`src/rtl/exe_forward_hazard_ctrl.sv`:
```
// Execute-stage forwarding and hazard controller.
// Keeps a shadow copy of the EX/MEM/WB register-use info and derives the EX
// operand-mux selects, the load-use/RAW stall, the memory-wait freeze and a
// saturating stall-cycle counter.
module exe_forward_hazard_ctrl #(
   parameter int unsigned REG_ADDR_W = 4,
   parameter int unsigned CNT_W      = 16
) (
   input  logic                  clk,
   input  logic                  rst,
   input  logic                  forwardEn,
   input  logic [REG_ADDR_W-1:0] idSrc1,
   input  logic [REG_ADDR_W-1:0] idSrc2,
   input  logic                  idUseSrc1,
   input  logic                  idTwoSrc,
   input  logic [REG_ADDR_W-1:0] idDest,
   input  logic                  idWbEn,
   input  logic                  idMemREn,
   input  logic                  idMemWEn,
   input  logic                  flush,
   input  logic                  memReady,
   output logic [1:0]            selSrc1,
   output logic [1:0]            selSrc2,
   output logic                  hazard,
   output logic                  freeze,
   output logic [CNT_W-1:0]      stallCount
);

   typedef struct packed {
      logic                  valid;
      logic [REG_ADDR_W-1:0] src1;
      logic [REG_ADDR_W-1:0] src2;
      logic                  use_src1;
      logic                  two_src;
      logic [REG_ADDR_W-1:0] dest;
      logic                  wb_en;
      logic                  mem_r_en;
      logic                  mem_w_en;
   } slot_t;

   slot_t ex_q, mem_q, wb_q;
   slot_t id_slot;
   logic  m_ex, m_mem;
   logic  hazard_raw;
   logic  [CNT_W-1:0] cnt_q;

   // True when the ID instruction reads a register that slot s will write.
   function automatic logic id_reads(input slot_t s, input logic use1, input logic use2,
                                     input logic [REG_ADDR_W-1:0] a1,
                                     input logic [REG_ADDR_W-1:0] a2);
      return s.valid & s.wb_en & ((use1 & (a1 == s.dest)) | (use2 & (a2 == s.dest)));
   endfunction

   // Operand source for the EX slot; MEM result wins over WB value.
   function automatic logic [1:0] fwd_sel(input logic fen, input slot_t ex, input slot_t mem,
                                          input slot_t wb, input logic use_op,
                                          input logic [REG_ADDR_W-1:0] src);
      logic [1:0] sel;
      sel = 2'd0;
      if (fen && ex.valid && use_op) begin
         if (mem.valid && mem.wb_en && (mem.dest == src)) sel = 2'd1;
         else if (wb.valid && wb.wb_en && (wb.dest == src)) sel = 2'd2;
      end
      return sel;
   endfunction

   // Decode the ID fields into a would-be EX slot and derive stall controls.
   always_comb begin
      id_slot.valid    = 1'b1;
      id_slot.src1     = idSrc1;
      id_slot.src2     = idSrc2;
      id_slot.use_src1 = idUseSrc1;
      id_slot.two_src  = idTwoSrc;
      id_slot.dest     = idDest;
      id_slot.wb_en    = idWbEn;
      id_slot.mem_r_en = idMemREn;
      id_slot.mem_w_en = idMemWEn;

      m_ex  = id_reads(ex_q, idUseSrc1, idTwoSrc, idSrc1, idSrc2);
      m_mem = id_reads(mem_q, idUseSrc1, idTwoSrc, idSrc1, idSrc2);

      freeze = mem_q.valid & (mem_q.mem_r_en | mem_q.mem_w_en) & ~memReady;
      // Forwarding covers everything except a load still in EX; WB never
      // stalls since the register file writes on the opposite edge.
      hazard_raw = forwardEn ? (m_ex & ex_q.mem_r_en) : (m_ex | m_mem);
      hazard     = hazard_raw & ~flush & ~freeze;

      selSrc1 = fwd_sel(forwardEn, ex_q, mem_q, wb_q, ex_q.use_src1, ex_q.src1);
      selSrc2 = fwd_sel(forwardEn, ex_q, mem_q, wb_q, ex_q.two_src, ex_q.src2);

      stallCount = cnt_q;
   end

   // Shadow pipeline advance and saturating stall counter.
   always_ff @(posedge clk) begin
      if (rst) begin
         ex_q  <= '0;
         mem_q <= '0;
         wb_q  <= '0;
         cnt_q <= '0;
      end else begin
         if (!freeze) begin
            wb_q  <= mem_q;
            mem_q <= ex_q;
            ex_q  <= (hazard | flush) ? '0 : id_slot;
         end
         if ((hazard | freeze) && (cnt_q != {CNT_W{1'b1}})) cnt_q <= cnt_q + 1'b1;
      end
   end

endmodule

```
`config.mk`:
```
export PLATFORM = sky130hd
export DESIGN_NAME = exe_forward_hazard_ctrl
export DESIGN_NICKNAME = d
export VERILOG_FILES = /design/src/rtl/exe_forward_hazard_ctrl.sv
export SDC_FILE = /design/constraint.sdc
export NUM_CORES = 1
export LEC_CHECK = 0
export ABC_CLOCK_PERIOD_IN_PS = 5450
export CAP_MARGIN = 15
export CORE_MARGIN = 10
export CORE_UTILIZATION = 30
export DETAILED_ROUTE_END_ITERATION = 10
export PLACE_DENSITY_LB_ADDON = 0.1
export SYNTH_ARGS = -nofsm -noshare
export SYNTH_HDL_FRONTEND = slang
export SYNTH_SLANG_ARGS = --single-unit
```
`constraint.sdc`:
```
create_clock -name clk -period 5.45 [get_ports clk]
set_clock_uncertainty 0.1 [all_clocks]
set_input_delay 0.545 -clock clk [delete_from_list [all_inputs] [get_ports clk]]
set_output_delay 0.545 -clock clk [all_outputs]
set_load 0.05 [all_outputs]
```
== Yosys cells after proc, flatten, opt, wreduce, memory -nomap -nowiden ==
Cells that the tools add are included.
Storage, ports and cells
  input port bits: 22
  register bits after elaboration: 48
Cells by class
  eq/ne operators: 9
  reductions and logical operators: 10
  bitwise operators: 22
  muxes and demuxes: 8
  $add $sub $neg: 1
Operators with widths (count)
  $eq A4 B4 Y1: 8
  $mux W18: 1
  $add A16 B1 Y16 const B: 1
  $ne A16 B16 Y1 const B: 1
  $and A1 B1 Y1: 13
  $mux W2: 6
  $logic_and A1 B1 Y1: 10
  $or A1 B1 Y1: 6
  $not A1 Y1: 3
  $mux W1: 1

== Logic depth before layout (Yosys ltp) ==
Gate-level depths: netlist of run 1.
  word-level depth: 10
  gate-level depth with buffers: 10
  mapped depth without buffers: 7

== Worst setup path after synthesis of run 1 ==
Ideal clock, no wire load.
  kind: in2out
  start point: input memReady
  end point: output hazard
  stages: 5
  arrival time: 2.492 ns
  slack: 2.313 ns
  path through: nor2b_1 o21ai_2 inv_1 clkbuf_1 nor3_1
Between the ends
  word-level cells in the longest chain between the ends: 4
Ends and longest elaborated chain
  from (decl): RTL line 21  | input logic memReady,
  $not A1 Y1: RTL line 82  | freeze = mem_q.valid & (mem_q.mem_r_en | mem_q.mem_w_en) & ~memReady;
  $and A1 B1 Y1: RTL line 82
  net freeze: RTL line 25  | output logic freeze,
  $not A1 Y1: RTL line 86  | hazard = hazard_raw & ~flush & ~freeze;
  $and A1 B1 Y1: RTL line 86
  to (decl): RTL line 24  | output logic hazard,
The timed path passes the listed nets, and every way through them passes these cells.

== Worst setup path after layout of run 1 ==
  start point: input memReady
  end point: output hazard
Between the ends
  word-level cells in the longest chain between the ends: 4
Ends and longest elaborated chain (RTL line)
  $not A1 Y1: 82
  $and A1 B1 Y1: 82
  $not A1 Y1: 86
  $and A1 B1 Y1: 86
Every way passes these cells.

==> qor.txt, run 1 <==
Root Driver -> clkbuf_8
Fin cells -> 423
Cell Area, Synth -> 2440 sq um
PwrDens -> 227 nW/um^2
Max_cap viols -> 0
Num rows -> 32
Die height -> 110 um
Sequential fraction of the synthesis area -> 0.394
Fin crit share -> 0.671
Rel. slew slack -> 0.317
Worst hold path class -> register to register
Mapped Cells -> 285
Gr ovfl total -> 0
Area grow syn2layout -> 24.3%
Period minus WS final -> 3.66 ns
P_int -> 0.525 mW
CTS tree -> done
Antenna violations before repair -> 0
Initial core utilization -> 0.312
Syn_area_per_cell -> 8.56 sq um
Layout cells sized above 1 -> 0.0810
Setup tns final -> 0 ns
FILL cells -> 822
Most used DFF post-synth -> dfxtp_1
CTS Hold Buffers Added -> 0
Clock buffer count from CTS -> 5
Power consumption -> 0.688 mW
Final Net Count -> 343
CTS clock-pin slew for the worst setup and hold paths -> 0.09 ns
Worst Setup End Kind -> output pin
Power share of the combinational group -> 0.086
1st-iter DRT viols -> 49
Maximum fanout along the worst path -> 18
Total die area -> 12100 sq um
Worst path required time -> 4.81 ns
Largest net degree at the start of global routing -> 55
Number of diodes -> 0
CP Data Arrival Time -> 3.01 ns
Least-Margin Pin Slew -> 1.02 ns
WL per Instance -> 14.9 um
Switching Share -> 0.237
Placed instance count -> 415
Sw Pwr -> 0.163 mW
Startpoint types -> primary input
CTS Sinks -> 48
Post CTS Setup Buffer Count -> 0
Post-CTS sizing -> 0
H-tree depth -> 2
Vias -> 2071
Routed Antenna Nets -> 0
Status -> finished clean
I/O pin count -> 44
First-pass GRT wire length -> 10400 um
EDFF count, synth -> 0
DP HPWL -> 4700 um
VDD IR max -> 0.112 mV
Multi-input logic area -> 1360 sq um
Yosys reg bits -> 48
Kind of critical path -> primary input to output pin
Final count of pins violating max slew -> 0
DRC -> 0
Ys Warns -> 0
GP Congestion -> 0.802
Final instance area -> 3030 sq um
Core Region -> 7810 sq um
F_max -> 273 MHz
Unrepaired setup endpoints after global routing -> false
Final hold vios -> 0
Count of cell types in the netlist -> 44
Total Wirelength -> 6310 um
Die Wd -> 110 um
Final setup vio count -> 0
Sequential Area -> 961 sq um
Seq pwr share -> 0.537
P_leak -> 1.14 nW
1st-pass router iterations -> 4
Buffers on Ports -> 43
Max clock buf depth -> 2
Ys async rst share -> 0
Global Route Usage Sum -> 0.106
Dpl cell area -> 2920 sq um
Clock Latency Late Sink -> 0.30 ns
Vias per std cell -> 4.90
Vias in the first global route -> 2003
Clock network power share -> 0.377
Synthesized Nets -> 308
[logic make-up (layout without fill, tap and decap cells)]
logic type	after synthesis	after routing	synth area share
AOI/OAI and AO/OA	53	53	0.164
xor gates and xnor gates	33	33	0.119
adders and majority gates	1	1	0.00513
buffers and inverters	27	63	0.0498
DFF	48	48	0.394
muxes	7	7	0.0349
and+or+nand+nor	116	116	0.234
[per-stage QoR]
step	setup WS, ns	hold slack, ns	util
after floorplan	2.31	0.336	-
after global placement	1.75	0.356	0.374
after detailed placement	1.73	0.360	0.374
after CTS	1.72	0.373	0.388
after global routing	1.53	0.399	0.388
final	1.79	0.371	0.388
[area by class of cell]
cell class                      count  share of cell area
Inverter                           11              0.0136
Timing Repair Buffer               44               0.143
Sequential cell                    48               0.317
Tap cell                          102              0.0421
Multi-Input combinational cell    210               0.448
Clock buffer                        5              0.0227
Clock inverter                      3              0.0140
[critical path: stages]
cell	delay, ns
clkdlybuf4s50_1	0.48
nor2b_1	0.08
o21ai_2	0.34
inv_1	0.45
nor3_1	0.28
clkdlybuf4s50_1	0.84
[metal layers]
metal	GRT usage	part of all wire	vias up	wire length [um]
met4	0.0248	0.0063	0	40
met1	0.135	0.48	979	3050
li1	-	-	1052	-
met5	0	0	-	0
met3	0.0331	0.064	5	403
met2	0.170	0.45	35	2820
[layout by cell type, fill, tap and decap left out, types with 3 or more instances in the layout]
cell type,n
xor2_1,16
nor3_1,5
nand4_1,3
and3_1,5
xnor2_1,17
a21oi_1,20
nor2_1,36
nand2_1,33
and4_1,3
nor2b_1,7
dfxtp_1,48
clkdlybuf4s50_1,42
nor4_1,6
inv_1,11
nand3_1,11
clkbuf_8,5
a22oi_1,17
[synth_stat cells (all sizes together) (2+ instances only)]
cell type,n,area share
a211oi,2,0.013
a21o,4,0.013
a21oi,20,0.041
a22oi,17,0.052
and2,2,0.0056
and3,5,0.013
and4,4,0.015
buf,6,0.017
clkbuf,10,0.015
dfxtp,48,0.39
inv,11,0.017
mux2,6,0.031
nand2,33,0.051
nand3,11,0.023
nand4,4,0.013
nor2,36,0.055
nor2b,7,0.018
nor3,5,0.010
nor4,7,0.024
xnor2,17,0.061
xor2,16,0.057
[state kept, by name (all words and copies together) (netlist names)]
signal	cells
ex_q	18
mem_q	8
stallCount	16
wb_q	6
[worst paths after layout]
path / end / slack (ns) / start / cells after the start
max: hazard / 1.79 / memReady / 6
min: mem_q[2] / 0.37 / mem_q[2] / 2
max reg2reg: stallCount[6] / 2.88 / mem_q[5] / 7
min reg2reg: mem_q[2] / 0.37 / mem_q[2] / 2
[power by group through the flow]
stage / clock (mW) / sequential (mW) / combinational, mW
3_5_place_dp: 0 / 0.378 / 0.0595
4_1_cts: 0.269 / 0.370 / 0.0597
2_1_floorplan: 0 / 0.373 / 0.0367
6_report: 0.260 / 0.369 / 0.0589
3_3_place_gp: 0 / 0.378 / 0.0593
5_1_grt: 0.282 / 0.371 / 0.0660
Power figures use the tool's default switching activity.
==> run 2: changes to the inputs <==
--- a/config.mk
+++ b/config.mk
@@ -5,7 +5,7 @@
 export SDC_FILE = /design/constraint.sdc
 export NUM_CORES = 1
 export LEC_CHECK = 0
-export ABC_CLOCK_PERIOD_IN_PS = 5450
+export ABC_CLOCK_PERIOD_IN_PS = 3700
 export CAP_MARGIN = 15
 export CORE_MARGIN = 10
 export CORE_UTILIZATION = 30
==> constraint.sdc (replaced) <==
create_clock -name clk -period 3.7 [get_ports clk]
set_clock_uncertainty 0.1 [all_clocks]
set_input_delay 0.37 -clock clk [delete_from_list [all_inputs] [get_ports clk]]
set_output_delay 0.37 -clock clk [all_outputs]
set_load 0.05 [all_outputs]
==> qor.txt, run 2 (synthesis results as in run 1) <==
Top reg by flops -> ex_q
Buffers on Ports -> 43
Top Usage Layer GRT -> met2
Vias in the first global route -> 2063
P_leak -> 1.14 nW
PwrDens -> 314 nW/um^2
Total die area -> 12100 sq um
Gr ovfl total -> 0
1st-pass router iterations -> 4
CP Data Arrival Time -> 2.58 ns
Maximum fanout along the worst path -> 6
Initial core utilization -> 0.312
Final count of pins violating max slew -> 0
Core Region -> 7810 sq um
Area grow syn2layout -> 23.4%
Dpl cell area -> 2920 sq um
DP Worst Slack -> 0.585 ns
I/O pin count -> 44
Core Util, Final -> 0.385
DRC -> 0
Most frequent cells in the layout -> dfxtp_1, clkdlybuf4s50_1, nor2_1, nand2_1, a21oi_1
Max reg flops -> 18
Placed instance count -> 416
Largest net degree at the start of global routing -> 55
Status -> finished clean
Routed Antenna Nets -> 0
Vias per std cell -> 4.88
Delay-heaviest family, CP -> buffers and inverters
Crit-path slowest cell -> clkdlybuf4s50_1
Fin crit share -> 0.823
Startpoint types -> register
H-tree depth -> 2
Layout cells sized above 1 -> 0.0901
Number of diodes -> 0
Vias -> 2068
Antenna violations before repair -> 0
CTS Sinks -> 48
Clock buffer count from CTS -> 5
Met3 usage -> 0.0302
Post-CTS sizing -> 0
Final instance area -> 3010 sq um
F_max -> 328 MHz
Num rows -> 32
Max_cap viols -> 0
Least-Margin Pin Slew -> 1.02 ns
Worst hold path class -> register to register
Period minus WS final -> 3.05 ns
CTS tree -> done
Die height -> 110 um
Final Net Count -> 344
Cells along the critical path -> inv_1 > a221oi_1 > nand2_1 > nor4_1 > clkdlybuf4s50_1
Final hold vios -> 0
Die Wd -> 110 um
CTS Hold Buffers Added -> 0
Setup tns final -> 0 ns
Unrepaired setup endpoints after global routing -> false
Clock Latency Late Sink -> 0.30 ns
Final setup vio count -> 0
Worst Setup End Kind -> output pin
Global Route Usage Sum -> 0.110
First-pass GRT wire length -> 10600 um
1st-iter DRT viols -> 85
Total Wirelength -> 6440 um
Buf/Inv on CP -> 2
Fin cells -> 424
Power consumption -> 0.945 mW
GR met2 Demand/Resource -> 0.184
CTS clock-pin slew for the worst setup and hold paths -> 0.09 ns
Post CTS Setup Buffer Count -> 0
Rel. slew slack -> 0.322
GP Congestion -> 0.751
Final Worst Setup Slack -> 0.655 ns
Final hold slack -> 0.377 ns
WL per Instance -> 15.2 um
Commonest non-fill, non-tap cell in the layout -> dfxtp_1
Worst path required time -> 3.23 ns
Root Driver -> clkbuf_8
Kind of critical path -> register to output pin
Global routing met1 resource utilization -> 0.136
Max clock buf depth -> 2
Crit-path max cell delay -> 0.89 ns
DP HPWL -> 4800 um
VDD IR max -> 0.118 mV
run 2: final timing paths:
check | cells past startpoint | end | slack [ns] | start
min | 2 | wb_q[2] | 0.38 | mem_q[2]
min reg2reg | 2 | wb_q[2] | 0.38 | mem_q[2]
max | 5 | selSrc2[0] | 0.65 | mem_q[3]
max reg2reg | 7 | ex_q[8] | 1.12 | mem_q[3]
run 2: per-layer routing:
layer | vias to the layer above | wire, um | part of all wire
met2 | 39 | 3030 | 0.47
met5 | - | 0 | 0
met1 | 969 | 3030 | 0.47
li1 | 1056 | - | -
met3 | 4 | 333 | 0.052
met4 | 0 | 48 | 0.0075
run 2: final cells by class:
class / instances / area (sq um)
clock buffers: 5 / 68.8
clock inverters: 3 / 18.8
fillers: 815 / 4800
inverters: 11 / 41.3
multi-input cells: 210 / 1360
flip-flops and latches: 48 / 961
well taps: 102 / 128
repair buffers: 45 / 435
run 2: power by group:
| part | leakage, nW | total, mW | switching [mW] | internal (mW) |
|---|---|---|---|---|
| registers | 0.391 | 0.544 | 0.0155 | 0.529 |
| clock network | 0.0479 | 0.313 | 0.181 | 0.132 |
| logic | 0.703 | 0.0878 | 0.0436 | 0.0443 |
run 2: tightest hold or removal path, delay by kind of cell (launching register included):
family	cells	cell delay, ns
flip-flops	1	0.33
AND/OR/NAND/NOR	1	0.05
AO/OA/AOI/OAI	1	0.05
==> edit 1: new RTL, flow settings as in run 2 <==
Set the parameter `CNT_W` to 12 (it was 16).
--- a/src/rtl/exe_forward_hazard_ctrl.sv
+++ b/src/rtl/exe_forward_hazard_ctrl.sv
@@ -4,7 +4,7 @@
 // saturating stall-cycle counter.
 module exe_forward_hazard_ctrl #(
    parameter int unsigned REG_ADDR_W = 4,
-   parameter int unsigned CNT_W      = 16
+   parameter int unsigned CNT_W      = 12
 ) (
    input  logic                  clk,
    input  logic                  rst,
Ports: changed (resized stallCount); port bits go from 44 to 40. No check against the original RTL was run, so the function may have changed too.
==> edit 1 against run 2 <==
- sequential cell count shrank 4
- wire length barely moved
- global-route usage down 0.15 points
- power decreased by 5.6%
- area after synthesis shrank 0.15%
- fmax grew 3.8%
- cell area down 1.4%
- largest power group unchanged
- setup slack improved by 0.11 ns
==> edit 1: results (changes against run 2) <==
- The number of cells upsized or downsized after cts is 0 (unchanged).
- The share of the synthesized area in compound gates (AO/OA/AOI/OAI) is 21.2% (+4.9 points).
- The xor-xnor portion of the synthesized cell area is 11.1% (-0.75 points).
- The register with the most flip-flops in the final layout is ex_q.
- The maximum operating frequency is 0.341 GHz (+3.8%).
- The largest delay contributor family on the critical path is buffers and inverters.
- The synthesized net count came to 287 (-6.8%).
- The max-slew headroom at the worst pin was 55.2% (+23 points).
- The ratio of cells with drive above 1 in the final layout came to 16.3% (+7.3 points).
- The minimum setup slack after placement came to 0.759 ns (+0.174 ns).
- The endpoint identified for the worst register-to-register timing path is stallCount[6].
- The overall fraction of global-route tracks in use came to 10.9% (-0.15 points).
- The wire length of the first global-routing pass is 10.6 mm (-0.58%).
- The global placer's final weighted congestion is 0.744 (-0.84%).
- The largest net degree at the start of global routing is 23 (-58%).
- The sequential area share after synthesis is 36.2% (-3.2 points).
- Sorting the synthesized cells by how often they occur yields 44 x dfxtp_1, 30 x nand2_1, 24 x nor2_1, 17 x xor2_1, 13 x a21oi_1.
- The peak fanout along the critical path is 3 (-3).
- The logic depth of the worst register-to-register path is 6 (-1).
- The reg-to-reg setup timing slack was 1.35 ns (+0.23 ns).
- The detailed router's first-iteration violation count came to 55 (-35%).
- The mux contribution to synthesized area came to 5.65% (+2.2 points).
- The routed length per placed instance was 16.0 um (+5.2%).
- The peak supply drop is 0.000132 V (+12%).
- The gate count of the mapped netlist is 264 (-7.4%).
- The worst setup path startpoint is ex_q[12].
- The leakage component of the power is 1.06 nW (-6.9%).
- The routed via count is 1984 (-4.1%).
- The area after detailed placement was 2890 um^2 (-1.1%).
- The arrival time at the worst endpoint is 2.46 ns (-0.12 ns).
- In the post-synthesis netlist, the biggest area contributors are dfxtp_1 36%, xor2_1 6.1%, nand2_1 4.6%, mux2_4 4.3%, xnor2_1 4.3%.
- The count of cell types in the netlist is 51 (+16%).
- The post-synthesis share of cell area spent on full adders, half adders and majority gates is 0.514% (+0.00079 points).
- The startpoint identified for the worst register-to-register timing path is mem_q[4].
- In this run the most critical hold path is launched from ex_q[0].
- The flow ran to the end, and the final reports show no timing, DRC or antenna violations.
- The count of input and output buffers was 39 (-9.3%).
- The final layout net count is 324 (-5.8%).
==> edit 1: cell count changes in the layout (fill, tap and decap cells not counted), sizes merged, moves of 4 or more <==
cell	delta
a22o	+18
a22oi	-16
nor2	-12
a211oi	+5
a21oi	-5
nor4	-5
xnor2	-5
and3	-4
dfxtp	-4
==> edit 1: kinds of logic after synthesis <==
family / Yosys count
adder cells (fa/ha/maj): 1
flip-flops: 44
XOR/XNOR: 30
AND/OR/NAND/NOR: 98
AO/OA/AOI/OAI: 57
multiplexers: 10
buffers and inverters: 24
==> edit 1: routing by layer <==
| layer | vias up | track usage [%] | part of all wire (%) |
|---|---|---|---|
| met5 | - | 0 | 0 |
| met4 | 0 | 2.39 | 0.85 |
| met3 | 7 | 2.61 | 3.6 |
| met2 | 28 | 16.8 | 45 |
| met1 | 946 | 15.1 | 51 |
| li1 | 1003 | - | - |
==> edit 1: power by group <==
part | total [mW] | internal [mW] | switching [mW]
logic | 0.0944 | 0.0496 | 0.0448
registers | 0.502 | 0.486 | 0.0163
clock network | 0.297 | 0.129 | 0.168
total | 0.893 | 0.664 | 0.229
==> edit 1: how the worst min path moves through the flow <==
stage | to | slack, ns | cells past startpoint
after global placement | wb_q[2] | 0.36 | 2
after detailed placement | mem_q[0] | 0.35 | 2
final | mem_q[0] | 0.37 | 2
after global routing | wb_q[2] | 0.40 | 2
after CTS | mem_q[0] | 0.37 | 2
after floorplan | wb_q[2] | 0.33 | 2
==> edit 1: area by class of cell <==
| class | count | area [um^2] |
|---|---|---|
| clock buffer | 6 | 72.6 |
| clock inverter | 1 | 5.00 |
| fill | 789 | 4840 |
| inverter | 10 | 37.5 |
| multi-input combinational | 196 | 1420 |
| sequential | 44 | 881 |
| tap | 102 | 128 |
| timing repair buffer | 44 | 425 |
==> edit 2: new RTL, flow settings as in run 2 <==
Made on the original files. Reset style: asynchronous (`rst`), changed in one clocked block.
--- a/src/rtl/exe_forward_hazard_ctrl.sv
+++ b/src/rtl/exe_forward_hazard_ctrl.sv
@@ -92,7 +92,7 @@
    end
 
    // Shadow pipeline advance and saturating stall counter.
-   always_ff @(posedge clk) begin
+   always_ff @(posedge clk or posedge rst) begin
       if (rst) begin
          ex_q  <= '0;
          mem_q <= '0;
Formal check against the unedited RTL: differs if rst is asserted again (counterexample within 4 cycles, from zero or initial values and one cycle with rst high); with rst held inactive, the same outputs for 10 cycles.
==> edit 2 against run 2 <==
- setup slack got worse by 0.071 ns
- sequential cell count did not move
- largest cell class unchanged
- wire length rose by 2.6%
- cell area rose by 6.1%
- critical path depth did not move
- critical endpoint is now selSrc1[1]
- area after synthesis rose by 5.3%
Power is not compared: it rests on default switching activity, and its combinational part moved more than twofold at a synthesized area within 25%.
==> edit 2: results (changes against run 2) <==
- The ratio of cells with drive above 1 in the final layout is 10.9% (+1.9 points).
- Across the VDD grid, the largest voltage drop is 0.000251 V.
- The routed length per placed instance is 16.9 um (+12%).
- The largest net degree at the start of global routing is 33 (-40%).
- The number of warning messages in the yosys log is 0 (unchanged).
- The share of the synthesized area in compound gates (AO/OA/AOI/OAI) is 15.8% (-0.59 points).
- The flow ran to the end, and the final reports show no timing, DRC or antenna violations.
- The met1 routed wirelength after detailed routing is 3.25 mm (+7.4%).
- The peak fanout along the critical path came to 6 (unchanged).
- The area after detailed placement is 3090 um^2 (+5.9%).
- The global placer's final weighted congestion is 0.775 (+3.3%).
- The final layout net count is 307 (-11%).
- The fraction of synthesis flops using an asynchronous set or reset pin is 100% (+100 points).
- The number of vias per cell after detailed routing is 4.79 (-1.8%).
- The post-synthesis share of cell area spent on full adders, half adders and majority gates is 0.487% (-0.026 points).
- The amount of wire on met3 after detailed routing is 282 um (-15%).
- The synthesized net count is 266 (-14%).
- The sequential area share after synthesis is 46.8% (+7.4 points).
- The xor-xnor portion of the synthesized cell area is 14.7% (+2.8 points).
- The detailed router's first-iteration violation count was 74 (-13%).
- The mux contribution to synthesized area is 1.75% (-1.7 points).
- The maximum count of clock buffers along a single path came to 2 (unchanged).
- The HPWL reported at the end of detailed placement was 4.70 mm (-2.0%).
- The met2 capacity usage during global routing is 16.0% (-2.4 points).
- The via count of the first global-routing pass is 1984 (-3.8%).
- The wire length of the first global-routing pass is 10.6 mm (about the same).
- Sorting the synthesized cells by how often they occur yields 48 x dfrtp_1, 45 x nand2_1, 27 x xor2_1, 17 x a22o_1, 16 x xnor2_1.
- The global-route track usage on met3 was 3.19% (+0.18 points).
- The detailed route wirelength on metal2 is 3.01 mm (-0.82%).
- The minimum setup slack after placement came to 0.616 ns (+0.0311 ns).
- The layout filler cell count was 835 (+2.5%).
- The routed via count is 1868 (-9.7%).
- The overall fraction of global-route tracks in use is 10.2% (-0.85 points).
- The cell total after placement is 382 (-8.2%).
- The gate count of the mapped netlist is 243 (-15%).
- The logic depth of the worst register-to-register path is 6 (-1).
- After clock tree synthesis, the clock-pin slew on the worst setup and hold paths is 0.10 ns.
- After synthesis, the cell types taking the most area are dfrtp_1 47%, xor2_1 9.2%, nand2_1 6.6%, a22o_1 5.8%, xnor2_1 5.5%.
- The max-slew headroom at the worst pin was 25.1% (-7.1 points).
- The met1 global-route usage is 13.3% (-0.29 points).
- The count of cell types in the netlist is 41 (-6.8%).
- The arrival time at the worst endpoint is 2.65 ns (+0.07 ns).
==> edit 2: final cells by class <==
cell class	count	area (um^2)	share of cell area [%]
Timing Repair Buffer	46	460	14.4
Tap cell	105	131	4.12
Multi-Input combinational cell	176	1270	39.9
Sequential cell	48	1200	37.6
Clock inverter	2	15.0	0.470
Clock buffer	6	82.6	2.59
Inverter	7	26.3	0.823
==> edit 2: path summary, 6_finish.rpt <==
path / startpoint / end / slack, ns
setup / recovery: forwardEn / selSrc1[1] / 0.58
hold / removal: mem_q[0] / mem_q[0] / 0.38
setup reg to reg: mem_q[3] / stallCount[11] / 1.24
hold reg to reg: mem_q[0] / mem_q[0] / 0.38
max in group asynchronous: rst / wb_q[6] / 2.39
min in group asynchronous: rst / ex_q[4] / 0.40
==> edit 2: worst max-delay path, stage by stage <==
cell and delay [ns]:
clkdlybuf4s50_1 0.57, nand4_1 0.14, or4_1 0.54, nor3_1 0.20, clkdlybuf4s50_1 0.83
